===== config.mk =====
export PLATFORM = sky130hd
export DESIGN_NAME = ram_scan_reader_flat
export DESIGN_NICKNAME = d
export VERILOG_FILES = /design/src/rtl/ram_scan_reader_if.sv /design/src/rtl/ram_scan_reader.sv /design/src/flat_wrapper.sv
export SDC_FILE = /design/constraint.sdc
export NUM_CORES = 1
export LEC_CHECK = 0
export CAP_MARGIN = 20
export CORE_ASPECT_RATIO = 0.7
export CORE_MARGIN = 10
export CORE_UTILIZATION = 54
export CTS_BUF_LIST = sky130_fd_sc_hd__clkbuf_16
export DETAILED_ROUTE_END_ITERATION = 10
export PLACE_DENSITY = 0.83
export SETUP_SLACK_MARGIN = 0.05
export SLEW_MARGIN = 20
export SYNTH_ARGS = -nofsm -noshare
export SYNTH_HDL_FRONTEND = slang
export SYNTH_SLANG_ARGS = --single-unit

===== constraint.sdc =====
create_clock -name MAX10_CLK1_50 -period 5.5 [get_ports MAX10_CLK1_50]
set_input_delay 1.1 -clock MAX10_CLK1_50 [delete_from_list [all_inputs] [get_ports MAX10_CLK1_50]]
set_output_delay 1.1 -clock MAX10_CLK1_50 [all_outputs]
set_load 0.02 [all_outputs]

===== src/rtl/ram_scan_reader_if.sv =====
// ram_scan_reader_if: read port between the scan reader and the on-chip sdram32 RAM
interface ram_scan_reader_if #(
  parameter int ADDR_WIDTH = 8,
  parameter int DATA_WIDTH = 32
);
  logic [ADDR_WIDTH-1:0] ram_address;
  logic                  ram_wren;
  logic [DATA_WIDTH-1:0] ram_q;
  modport master (output ram_address, output ram_wren, input ram_q);
  modport slave (input ram_address, input ram_wren, output ram_q);
endinterface


===== src/rtl/ram_scan_reader.sv =====
// ram_scan_reader: steps through RAM words on a debounced press or a dwell timer and presents each word
module ram_scan_reader #(
  parameter int ADDR_WIDTH      = 8,
  parameter int DATA_WIDTH      = 32,
  parameter int READ_LATENCY    = 2,
  parameter int DWELL_CYCLES    = 50_000_000,
  parameter int DEBOUNCE_CYCLES = 500_000
) (
  input  logic                  MAX10_CLK1_50,
  input  logic                  reset,
  input  logic                  step_btn,
  input  logic                  auto_en,
  input  logic [ADDR_WIDTH-1:0] start_addr,
  ram_scan_reader_if.master     ram,
  output logic [DATA_WIDTH-1:0] word_out,
  output logic [ADDR_WIDTH-1:0] word_addr,
  output logic                  word_valid,
  output logic                  busy
);
  localparam int WW = $clog2(READ_LATENCY + 1);
  localparam int DW = $clog2(DWELL_CYCLES + 1);
  localparam int BW = $clog2(DEBOUNCE_CYCLES + 1);
  localparam logic [1:0] INIT = 2'd0, IDLE = 2'd1, WAIT = 2'd2;
  logic [1:0]            state;
  logic [ADDR_WIDTH-1:0] addr;
  logic [WW-1:0]         wait_cnt;
  logic [DW-1:0]         dwell_cnt;
  logic [BW-1:0]         db_cnt;
  logic                  db_level, db_prev, man_ev, auto_ev, step, dwell_hit, db_hit;
  assign ram.ram_address = addr;
  assign ram.ram_wren    = 1'b0;
  assign busy      = state != IDLE && !reset;
  assign step      = state == IDLE && (man_ev || (auto_ev && auto_en));
  assign dwell_hit = dwell_cnt == DW'(DWELL_CYCLES - 1);
  assign db_hit    = db_cnt == BW'(DEBOUNCE_CYCLES - 1);
  // debounce the raw button and emit a registered one-cycle pulse on its rising edge
  always_ff @(posedge MAX10_CLK1_50) begin
    if (reset) begin
      db_level <= 1'b0;
      db_prev  <= 1'b0;
      db_cnt   <= '0;
      man_ev   <= 1'b0;
    end else begin
      db_prev  <= db_level;
      man_ev   <= db_level & ~db_prev;
      db_cnt   <= (step_btn == db_level || db_hit) ? '0 : db_cnt + BW'(1);
      db_level <= (step_btn != db_level && db_hit) ? step_btn : db_level;
    end
  end
  // dwell timer counts only while idle with auto enabled and raises a registered step pulse
  always_ff @(posedge MAX10_CLK1_50) begin
    if (reset) begin
      dwell_cnt <= '0;
      auto_ev   <= 1'b0;
    end else begin
      auto_ev   <= auto_en && state == IDLE && !step && dwell_hit;
      dwell_cnt <= (!auto_en || state != IDLE || step || dwell_hit) ? '0 : dwell_cnt + DW'(1);
    end
  end
  // read sequencer: advance address on a step, then wait out the RAM latency and capture
  always_ff @(posedge MAX10_CLK1_50) begin
    if (reset) begin
      state      <= INIT;
      addr       <= start_addr;
      wait_cnt   <= '0;
      word_out   <= '0;
      word_addr  <= '0;
      word_valid <= 1'b0;
    end else begin
      word_valid <= 1'b0;
      if (state == INIT) begin
        state    <= WAIT;
        wait_cnt <= WW'(1);
      end else if (state == IDLE) begin
        if (step) begin
          addr     <= addr + ADDR_WIDTH'(1);
          state    <= WAIT;
          wait_cnt <= WW'(1);
        end
      end else if (wait_cnt == WW'(READ_LATENCY)) begin
        word_out   <= ram.ram_q;
        word_addr  <= addr;
        word_valid <= 1'b1;
        state      <= IDLE;
      end else begin
        wait_cnt <= wait_cnt + WW'(1);
      end
    end
  end
endmodule

===== src/flat_wrapper.sv =====
// flat-port wrapper written by rule: the top's interface ports become plain ports
module ram_scan_reader_flat 
#(
  parameter int ADDR_WIDTH      = 8,
  parameter int DATA_WIDTH      = 32,
  parameter int READ_LATENCY    = 2,
  parameter int DWELL_CYCLES    = 50_000_000,
  parameter int DEBOUNCE_CYCLES = 500_000
)
  (MAX10_CLK1_50, reset, step_btn, auto_en, start_addr, word_out, word_addr, word_valid, busy, ram_ram_address, ram_ram_wren, ram_ram_q);
  ram_scan_reader_if #(.ADDR_WIDTH(ADDR_WIDTH), .DATA_WIDTH(DATA_WIDTH)) ram_i ();
  input  logic MAX10_CLK1_50;
  input  logic reset;
  input  logic step_btn;
  input  logic auto_en;
  input  logic [ADDR_WIDTH-1:0] start_addr;
  output logic [DATA_WIDTH-1:0] word_out;
  output logic [ADDR_WIDTH-1:0] word_addr;
  output logic word_valid;
  output logic busy;
  output wire logic [$bits(ram_i.ram_address)-1:0] ram_ram_address;
  output wire logic [$bits(ram_i.ram_wren)-1:0] ram_ram_wren;
  input wire logic [$bits(ram_i.ram_q)-1:0] ram_ram_q;
  assign ram_ram_address = ram_i.ram_address;
  assign ram_ram_wren = ram_i.ram_wren;
  assign ram_i.ram_q = ram_ram_q;
  ram_scan_reader #(.ADDR_WIDTH(ADDR_WIDTH), .DATA_WIDTH(DATA_WIDTH), .READ_LATENCY(READ_LATENCY), .DWELL_CYCLES(DWELL_CYCLES), .DEBOUNCE_CYCLES(DEBOUNCE_CYCLES)) u_core (.MAX10_CLK1_50(MAX10_CLK1_50), .reset(reset), .step_btn(step_btn), .auto_en(auto_en), .start_addr(start_addr), .ram(ram_i), .word_out(word_out), .word_addr(word_addr), .word_valid(word_valid), .busy(busy));
endmodule

==> results.tsv <==
metric	value	unit
yosys.area_share.adder	1.19	%
wl_per_cell	15.2	µm
grt_usage	17.1	%
ys.warnings.count	0	
synth_compound_area_share	11.5	%
ys_ff_latch	102	
ir_drop	0.000204	V
yosys.cell_count.top_type	nand2_1	
tns	0	ns
vias_per_cell	5.51	
wirelength	10300	µm
synthFlopType	dfxtp_1	
clock-sinks	102	
ios	95	
ys_types	41	
core_area	7450	µm²
cts_root_buffer	clkbuf_16	
worst_pin_slew	0.984	ns
grt_pass1_wl	17100	µm
cts_buffer_depth	2	
crit_type	primary input to output port	
cts_hold_buf	0	
clock_latency	0.34	ns
rsz0062_at_grt	false	
cts_resized	0	
synthTopCellsByArea	dfxtp_1 45%, nand2_1 9.2%, a21oi_1 6.9%	
layout.nets	619	
leakage	1.75	nW
synth_top_family_by_area	simple AND/OR/NAND/NOR gates	
dp_hpwl	7510	µm
worst_clock_skew	0.00462	ns
syn_inst	492	
max_freq	0.290	GHz
syn_nets	540	
r2r_cells	4	
finalSetupViolations	0	
die_area	11800	µm²
die_width	126	µm
rr_startpoint	u_core.dwell_cnt[3]	
worstHoldEndpoint	u_core.man_ev	
drt-initial-drc-count	251	
grt_start_max_net_pins	66	
placementRows	26	
place.gp.congestion	0.807	
synthTopCellsByCount	103 x nand2_1, 94 x dfxtp_1, 58 x a21oi_1	
post_cts_buffers	0	
run_status	finished, final reports clean	
die_h	93.9	µm
holdCritPathClass	flop to flop	
htreeDepth	3	
cp_cell_sequence	buf_2 > buf_4 > nor2_1 > clkdlybuf4s50_1	
vias	3713	
cp.depth	4	
io_buffer_count	93	
grt_pass1_vias	3562	
post-route-util	73.1	%
synthArstFlopShare	0	%
synth_edf_count	8	
n_antenna_cell	0	
path_buf_inv	3	
post-route-min-period	3.45	ns
critPathMaxFanout	65	
relSlewSlack	34.4	%
start_util	56.5	%
cp.required	4.40	ns
max_stage_delay	0.57	ns
syn_area_per_cell	8.56	µm²
fillers	557	
route.detailed.drc	0	
cts_buffers	9	
ys_seq_area_share	50.4	%
worstSetupEndpointType	output port	
drive_gt1_share	3.82	%
cts_tree	yes	
hold_viol_final	0	
drt-pass1-iter-count	4	
synth-xor-area-share	6.86	%
cap_viol_max_count	0	
worstReg2RegEnd	u_core.dwell_cnt[12]	
worstPathArrival	2.35	ns
drtAntennaViolNets	0	
synth_area	4210	µm²
grt-ovfl-total	0	
min_path_cells	1	
area.growth.synth_to_final	29.3	%
cts.clk_slew.worst_paths	0.06	ns
synth.area.mux_share	0.267	%
crit_path_start_kind	primary input	
synth-simple-area-share	26.6	%
report.final.slew_viol_count	0	
antenna_found_initial	0	
path_delay_family	buffers and inverters	
power_density	266	nW/µm²
synth.largest_area_cell	dfxtp_1	
regToRegSetupSlack	3.35	ns
critPathSlowestCell	clkdlybuf4s50_1	
hold_start	u_core.db_prev	
finalCritPeriodShare	62.7	%
synth_top_area_share	44.7	%
## state kept, by name, summed over array words and instances (netlist names)
register / flops
u_core.man_ev: 1
u_core.auto_ev: 1
u_core.state: 2
u_core.word_valid: 1
u_core.wait_cnt: 2
u_core.db_cnt: 19
u_core.word_addr: 8
u_core.dwell_cnt: 26
u_core.db_level: 1
u_core.db_prev: 1
u_core.word_out: 32
u_core.ram.ram_address: 8
## where the power goes
part           leakage (nW)  total [W]  switching (W)  internal [W]
Sequential            0.838   0.000775      0.0000121      0.000763
Clock                 0.130   0.000564       0.000262      0.000303
Combinational         0.780   0.000111      0.0000523     0.0000584
## layer usage
metal / vias up / part of all wire, % / track usage [%]
met1: 1742 / 43 / 20.5
met5: - / 0 / 0
li1: 1865 / - / -
met4: 0 / 0.88 / 5.93
met3: 12 / 6.6 / 5.53
met2: 94 / 49 / 28.4
## area by class of cell
type / instances / area (µm²) / share of cell area, %
flip-flops and latches: 102 / 2120 / 39.0
repair buffers: 96 / 948 / 17.4
multi-input cells: 359 / 1970 / 36.2
well taps: 98 / 123 / 2.25
clock buffers: 9 / 225 / 4.14
clock inverters: 7 / 43.8 / 0.804
inverters: 3 / 11.3 / 0.207
## logic make-up after synthesis
logic type | after synthesis
simple gates | 231
flops | 102
compound gates | 89
xor+xnor | 33
buf+inv | 31
fa+ha+maj | 4
other cells | 1
mux | 1
## layout by cell type, fill, tap and decap left out, types with 7 or more instances in the layout
cell type	netlist	layout
nand2_1	103	103
dfxtp_1	94	94
clkdlybuf4s50_1	0	92
a21oi_1	58	58
nor2_1	37	37
xor2_1	22	22
nand3_1	21	21
o21ai_0	18	18
nand4_1	17	17
xnor2_1	11	11
or3_1	10	10
or4_1	9	9
clkbuf_16	0	9
edfxtp_1	8	8
and3_1	7	7
o31ai_1	7	7
## stage by stage
stage / setup WS [ns] / area, µm² / std cells / power, W / hold slack (ns)
final: 2.05 / 5440 / 674 / 0.00145 / 0.386
after global placement: 2.05 / 5170 / 658 / 0.000899 / 0.374
after CTS: 2.03 / 5440 / 674 / 0.00147 / 0.390
after floorplan: 2.59 / 4210 / 492 / 0.000839 / 0.367
after detailed placement: 2.03 / 5170 / 658 / 0.000903 / 0.386
after global routing: 1.95 / 5440 / 674 / 0.00151 / 0.420
## worst max-delay path by stage
stage	from	endpoint	slack, ns
2_1_floorplan	reset	busy	2.59
3_3_place_gp	reset	busy	2.05
3_5_place_dp	reset	busy	2.03
4_1_cts	reset	busy	2.03
5_1_grt	reset	busy	1.95
6_report	reset	busy	2.05
(Power assumes the default switching activity.)
